===== src/rtl/boot_loader_ctrl.sv =====
// Serial boot loader: keeps the CPU in reset, takes a framed image from the UART,
// writes it into RAM one 32-bit word at a time, then hands the RAM port to the CPU.
module boot_loader_ctrl #(
    parameter logic [31:0] BASE_ADDR      = 32'h0000_0000,
    parameter int          MAX_WORDS      = 1536,
    parameter int          TIMEOUT_CYCLES = 1_000_000
) (
    input  logic        clk,
    input  logic        reset,
    input  logic        rxValid,
    input  logic [7:0]  rxData,
    input  logic [31:0] cpuMemAddr,
    input  logic        cpuMemRstrb,
    input  logic [31:0] cpuMemWData,
    input  logic [3:0]  cpuMemWMask,
    output logic [31:0] ramAddr,
    output logic        ramRstrb,
    output logic [31:0] ramWData,
    output logic [3:0]  ramWMask,
    output logic        cpuReset,
    output logic        loading,
    output logic        loadDone,
    output logic        loadErr
);

    localparam logic [2:0] S_IDLE   = 3'd0;
    localparam logic [2:0] S_LEN_LO = 3'd1;
    localparam logic [2:0] S_LEN_HI = 3'd2;
    localparam logic [2:0] S_DATA   = 3'd3;
    localparam logic [2:0] S_CSUM   = 3'd4;
    localparam logic [2:0] S_RUN    = 3'd5;
    localparam logic [2:0] S_ERROR  = 3'd6;

    localparam int TW = $clog2(TIMEOUT_CYCLES + 1);
    localparam logic [7:0] SYNC = 8'hA5;

    logic [2:0]    state_q, state_d;
    logic [15:0]   len_q, len_d;
    logic [15:0]   idx_q, idx_d;
    logic [1:0]    byte_cnt_q, byte_cnt_d;
    logic [7:0]    csum_q, csum_d;
    logic [TW-1:0] tmo_q, tmo_d;
    logic [31:0]   word_q, word_d;
    logic          wr_pend_q, wr_pend_d;
    logic          cpu_reset_q, cpu_reset_d;
    logic          load_done_q, load_done_d;
    logic          load_err_q, load_err_d;

    logic          in_frame;
    logic [TW-1:0] tmo_inc;
    logic [15:0]   len_n;

    assign in_frame = (state_q == S_LEN_LO) || (state_q == S_LEN_HI) ||
                      (state_q == S_DATA)   || (state_q == S_CSUM);
    assign tmo_inc  = tmo_q + 1'b1;
    assign len_n    = {rxData, len_q[7:0]};

    always_comb begin
        state_d     = state_q;
        len_d       = len_q;
        idx_d       = idx_q;
        byte_cnt_d  = byte_cnt_q;
        csum_d      = csum_q;
        word_d      = word_q;
        wr_pend_d   = 1'b0;
        cpu_reset_d = cpu_reset_q;
        load_done_d = load_done_q;
        load_err_d  = load_err_q;

        // Index advances at the end of the one-cycle write pulse it addressed.
        if (wr_pend_q) idx_d = idx_q + 16'd1;

        if (in_frame && !rxValid) tmo_d = tmo_inc;
        else                      tmo_d = '0;

        case (state_q)
            S_IDLE, S_ERROR: begin
                if (rxValid && rxData == SYNC) begin
                    state_d    = S_LEN_LO;
                    idx_d      = 16'd0;
                    byte_cnt_d = 2'd0;
                    csum_d     = 8'd0;
                    load_err_d = 1'b0;
                end
            end
            S_LEN_LO: begin
                if (rxValid) begin
                    len_d[7:0] = rxData;
                    state_d    = S_LEN_HI;
                end
            end
            S_LEN_HI: begin
                if (rxValid) begin
                    len_d[15:8] = rxData;
                    if (len_n == 16'd0 || 32'(len_n) > 32'(MAX_WORDS)) begin
                        state_d    = S_ERROR;
                        load_err_d = 1'b1;
                    end else begin
                        state_d = S_DATA;
                    end
                end
            end
            S_DATA: begin
                if (rxValid) begin
                    case (byte_cnt_q)
                        2'd0:    word_d[7:0]   = rxData;
                        2'd1:    word_d[15:8]  = rxData;
                        2'd2:    word_d[23:16] = rxData;
                        default: word_d[31:24] = rxData;
                    endcase
                    csum_d     = csum_q + rxData;
                    byte_cnt_d = byte_cnt_q + 2'd1;
                    if (byte_cnt_q == 2'd3) begin
                        wr_pend_d = 1'b1;
                        if (idx_q == len_q - 16'd1) state_d = S_CSUM;
                    end
                end
            end
            S_CSUM: begin
                if (rxValid) begin
                    if (rxData == csum_q) begin
                        state_d     = S_RUN;
                        cpu_reset_d = 1'b0;
                        load_done_d = 1'b1;
                    end else begin
                        state_d    = S_ERROR;
                        load_err_d = 1'b1;
                    end
                end
            end
            default: ;
        endcase

        // A stalled sender abandons the frame; any partial word is simply dropped.
        if (in_frame && !rxValid && tmo_inc == TW'(TIMEOUT_CYCLES)) begin
            state_d    = S_ERROR;
            load_err_d = 1'b1;
            tmo_d      = '0;
        end
    end

    always_ff @(posedge clk or posedge reset) begin
        if (reset) begin
            state_q     <= S_IDLE;
            len_q       <= 16'd0;
            idx_q       <= 16'd0;
            byte_cnt_q  <= 2'd0;
            csum_q      <= 8'd0;
            tmo_q       <= '0;
            word_q      <= 32'd0;
            wr_pend_q   <= 1'b0;
            cpu_reset_q <= 1'b1;
            load_done_q <= 1'b0;
            load_err_q  <= 1'b0;
        end else begin
            state_q     <= state_d;
            len_q       <= len_d;
            idx_q       <= idx_d;
            byte_cnt_q  <= byte_cnt_d;
            csum_q      <= csum_d;
            tmo_q       <= tmo_d;
            word_q      <= word_d;
            wr_pend_q   <= wr_pend_d;
            cpu_reset_q <= cpu_reset_d;
            load_done_q <= load_done_d;
            load_err_q  <= load_err_d;
        end
    end

    always_comb begin
        if (state_q == S_RUN) begin
            ramAddr  = cpuMemAddr;
            ramRstrb = cpuMemRstrb;
            ramWData = cpuMemWData;
            ramWMask = cpuMemWMask;
        end else begin
            ramAddr  = BASE_ADDR + {14'd0, idx_q, 2'b00};
            ramRstrb = 1'b0;
            ramWData = word_q;
            ramWMask = {4{wr_pend_q}};
        end
    end

    assign cpuReset = cpu_reset_q;
    assign loading  = in_frame;
    assign loadDone = load_done_q;
    assign loadErr  = load_err_q;

endmodule


===== config.mk =====
export PLATFORM = sky130hd
export DESIGN_NAME = boot_loader_ctrl
export DESIGN_NICKNAME = d
export VERILOG_FILES = /design/src/rtl/boot_loader_ctrl.sv
export SDC_FILE = /design/constraint.sdc
export NUM_CORES = 1
export LEC_CHECK = 0
export CAP_MARGIN = 20
export CORE_MARGIN = 3
export CORE_UTILIZATION = 50
export DETAILED_ROUTE_END_ITERATION = 16
export GPL_ROUTABILITY_DRIVEN = 0
export PLACE_DENSITY = 0.79
export SLEW_MARGIN = 20
export SYNTH_ARGS = -nofsm -noshare
export SYNTH_HDL_FRONTEND = slang
export SYNTH_SLANG_ARGS = --single-unit

===== constraint.sdc =====
create_clock -name clk -period 3.45 [get_ports clk]
set_input_delay 0.345 -clock clk [delete_from_list [all_inputs] [get_ports clk]]
set_output_delay 0.345 -clock clk [all_outputs]
set_load 0.05 [all_outputs]

==> results by group <==
STA
  – Unrepaired setup endpoints after global routing: no
  – Max Freq: 316 MHz
  – Pins Over Slew Limit: 0
  – # setup viols final: 0
  – Max-slew headroom: 0.527
  – Tcrit/Tclk final: 0.918
  – Slew of the pin with the lowest slew margin: 707 ps
  – Setup TNS: 0 ps
  – Final hold vios: 0
  – Crit path time final: 3170 ps
  – Final Skew: ~7.7 ps

Layout
  – Fillers: 965
  – Antenna diodes: 0
  – Multi-input gate area in the final layout: between 3000 and 4000 µm²
  – Most frequent cells in the layout: 194 x nand2_1, 148 x clkdlybuf4s50_1, 100 x dfrtp_1
  – Commonest non-fill, non-tap cell in the layout: nand2_1
  – Share of cells above drive strength 1: 0.115
  – Area occupied by registers: 2530 µm²
  – Final core area utilization: 0.685
  – Nets: 963
  – Layout area overhead: 32.5%

Placed design
  – DPL Wire Length: 12700 µm
  – Port Buf Inserts: 152

Global route
  – Initial antenna violation count: 0
  – Gr ovfl total: 0
  – First-pass GRT wire length: 28300 µm
  – Vias in the first global route: about 5800
  – Largest net degree at the start of global routing: 55
  – Total GRT Usage: 0.245

Yosys
  – Sequential cell area fraction in the yosys report: 0.404
  – Async SR Flop Fraction: 1.00
  – Synthesized instance count: 717
  – Area leader, netlist: dfrtp_1
  – Mapped Avg Cell Area: roughly 8.7 µm²
  – Post-synth EDFFs: 0
  – Syn_nets: ~820
  – Seq cells post-synth: between 100 and 150
  – Yosys top cell area share: 0.400
  – Yosys cell types: 64
  – Yosys warnings: 0
  – Synth Flop Type: dfrtp_1
  – Cell Area, Synth: approximately 6300 µm²
  – Top cells by area, synth: dfrtp_1 40%, nand2_1 12%, mux2_2 8.5%

Power
  – Worst vdd ir: roughly 460 µV
  – Pwr dens: 872 nW/µm²
  – Design Power: slightly above 7 mW
  – Leak: 3.58 nW

Die
  – Initial core utilization: 0.517
  – Die width: 118 µm
  – Die Y: 118 µm
  – Core ar.: about 12000 µm²
  – FP Rows: 40
  – Io pins: ~150
  – Total die area: 13900 µm²

Setup path
  – Startpoint Class: flip-flop
  – Element type at the critical path end: primary output
  – Worst EP required: approximately 3100 ps
  – Critical Path AT: roughly 2800 ps
  – CP Class: reg2out
  – Crit-path max FO: 54

Clock tree
  – Clock Tree Root: clkbuf_16
  – # clock sinks: 101
  – H-tree levels: 3
  – Post-CTS sizing: 0
  – Clk Latency, worst-skew pair: between 300 and 400 ps
  – Clk slew on worst S/H paths: 70 ps
  – CTS Buf Count: 9
  – # Post-CTS Setup Buffers: 0
  – CTS tree: built
  – Hold buffer count at CTS: 0
  – Clk buf depth: 2

Routing
  – ANT nets after route: 0
  – Via count: approximately 5700
  – DR vias/cell: about 5.5
  – Initial DRC count: 259
  – Final wirelength: 16900 µm
  – WL per Instance: 16.2 µm
  – Drt drc: 0
  – DRT Pass-1 Iters: 5

Hold path
  – Hold crit path type: in2async

Outcome
  – Status: complete, no violations

Run
  – # Max-Cap Violations: 0
## cell usage after synthesis (2+ instances only)
master,number
a21o_1,4
a21oi_1,12
a22o_1,4
a31oi_1,3
and2_1,21
and3_1,12
and4_1,2
buf_1,2
buf_2,2
buf_6,2
clkbuf_1,24
dfrtp_1,100
ha_1,17
inv_1,15
mux2_2,47
mux2i_1,3
nand2_1,194
nand2b_1,2
nand3_1,24
nand3b_1,2
nand4_1,8
nand4b_1,3
nor2_1,57
nor2b_1,4
nor3_1,16
nor3b_1,2
nor4_1,9
nor4b_1,3
o211ai_1,3
o21a_1,2
o21ai_0,15
o21bai_1,2
o22ai_1,2
o31ai_1,6
or2_2,2
or3_1,5
or3_2,2
or4_1,2
or4b_1,2
xnor2_1,38
xor2_1,19
## per-stage QoR
| stage | hold slack [ps] | instance area, µm² | std cells | setup slack, ps |
|---|---|---|---|---|
| global placement | 453 | 7990 | 1022 | 500 |
| finish | 434 | 8290 | 1038 | 283 |
| floorplan | 453 | 6260 | 717 | 460 |
| detailed placement | 477 | 7990 | 1022 | 325 |
| global route | 489 | 8290 | 1038 | 74.7 |
| CTS | 463 | 8290 | 1038 | 283 |
## path summary, 6_finish.rpt
kind,from,end,slack (ps),cells past startpoint
setup / recovery,state_q[1],ramWData[6],280,6
hold / removal,reset,csum_q[6],430,2
setup reg to reg,len_q[0],state_q[0],300,9
hold reg to reg,loadDone,loadDone,490,1
max in group asynchronous,reset,word_q[25],2320,3
min in group clk,loadDone,loadDone,490,1
## kinds of logic (layout without fill, tap and decap cells)
group | count (synthesis) | count (layout) | share of synthesized area
AOI/OAI and AO/OA | 63 | 63 | 0.0700
xor gates and xnor gates | 57 | 57 | 0.0798
adders and majority gates | 18 | 18 | 0.0372
buffers and inverters | 47 | 200 | 0.0328
DFF | 101 | 101 | 0.404
muxes | 50 | 50 | 0.0894
and+or+nand+nor | 381 | 381 | 0.287
## power by group
group / total (mW) / internal [mW] / switching, mW
clock network: 1.04 / 0.572 / 0.470
logic: 4.15 / 1.59 / 2.56
registers: 2.04 / 1.58 / 0.464
## critical path, cell delays in order (launching register included)
cell and delay, ps:
dfrtp_1 500, inv_1 260, and3_2 460, buf_12 270, nand2_1 80, nand2_1 70
clkdlybuf4s50_1 820
## metal layers
layer	global-route usage	part of all wire
met1	0.300	0.41
met2	0.441	0.52
met3	0.0428	0.050
met4	0.0718	0.020
met5	0	0
## sequential cells by signal (all words and copies together), names as in the netlist, 2 cells and up
name,count
byte_cnt_q,2
tmo_q,20
len_q,16
word_q,32
idx_q,16
state_q,3
csum_q,8
## layout make-up
class | instances | area share
Inverter | 15 | 0.00709
Timing Repair Buffer | 169 | 0.201
Tap cell | 168 | 0.0254
Sequential cell | 101 | 0.305
Clock buffer | 9 | 0.0272
Clock inverter | 7 | 0.00966
Multi-Input combinational cell | 569 | 0.425
Power figures use the tool's default switching activity.
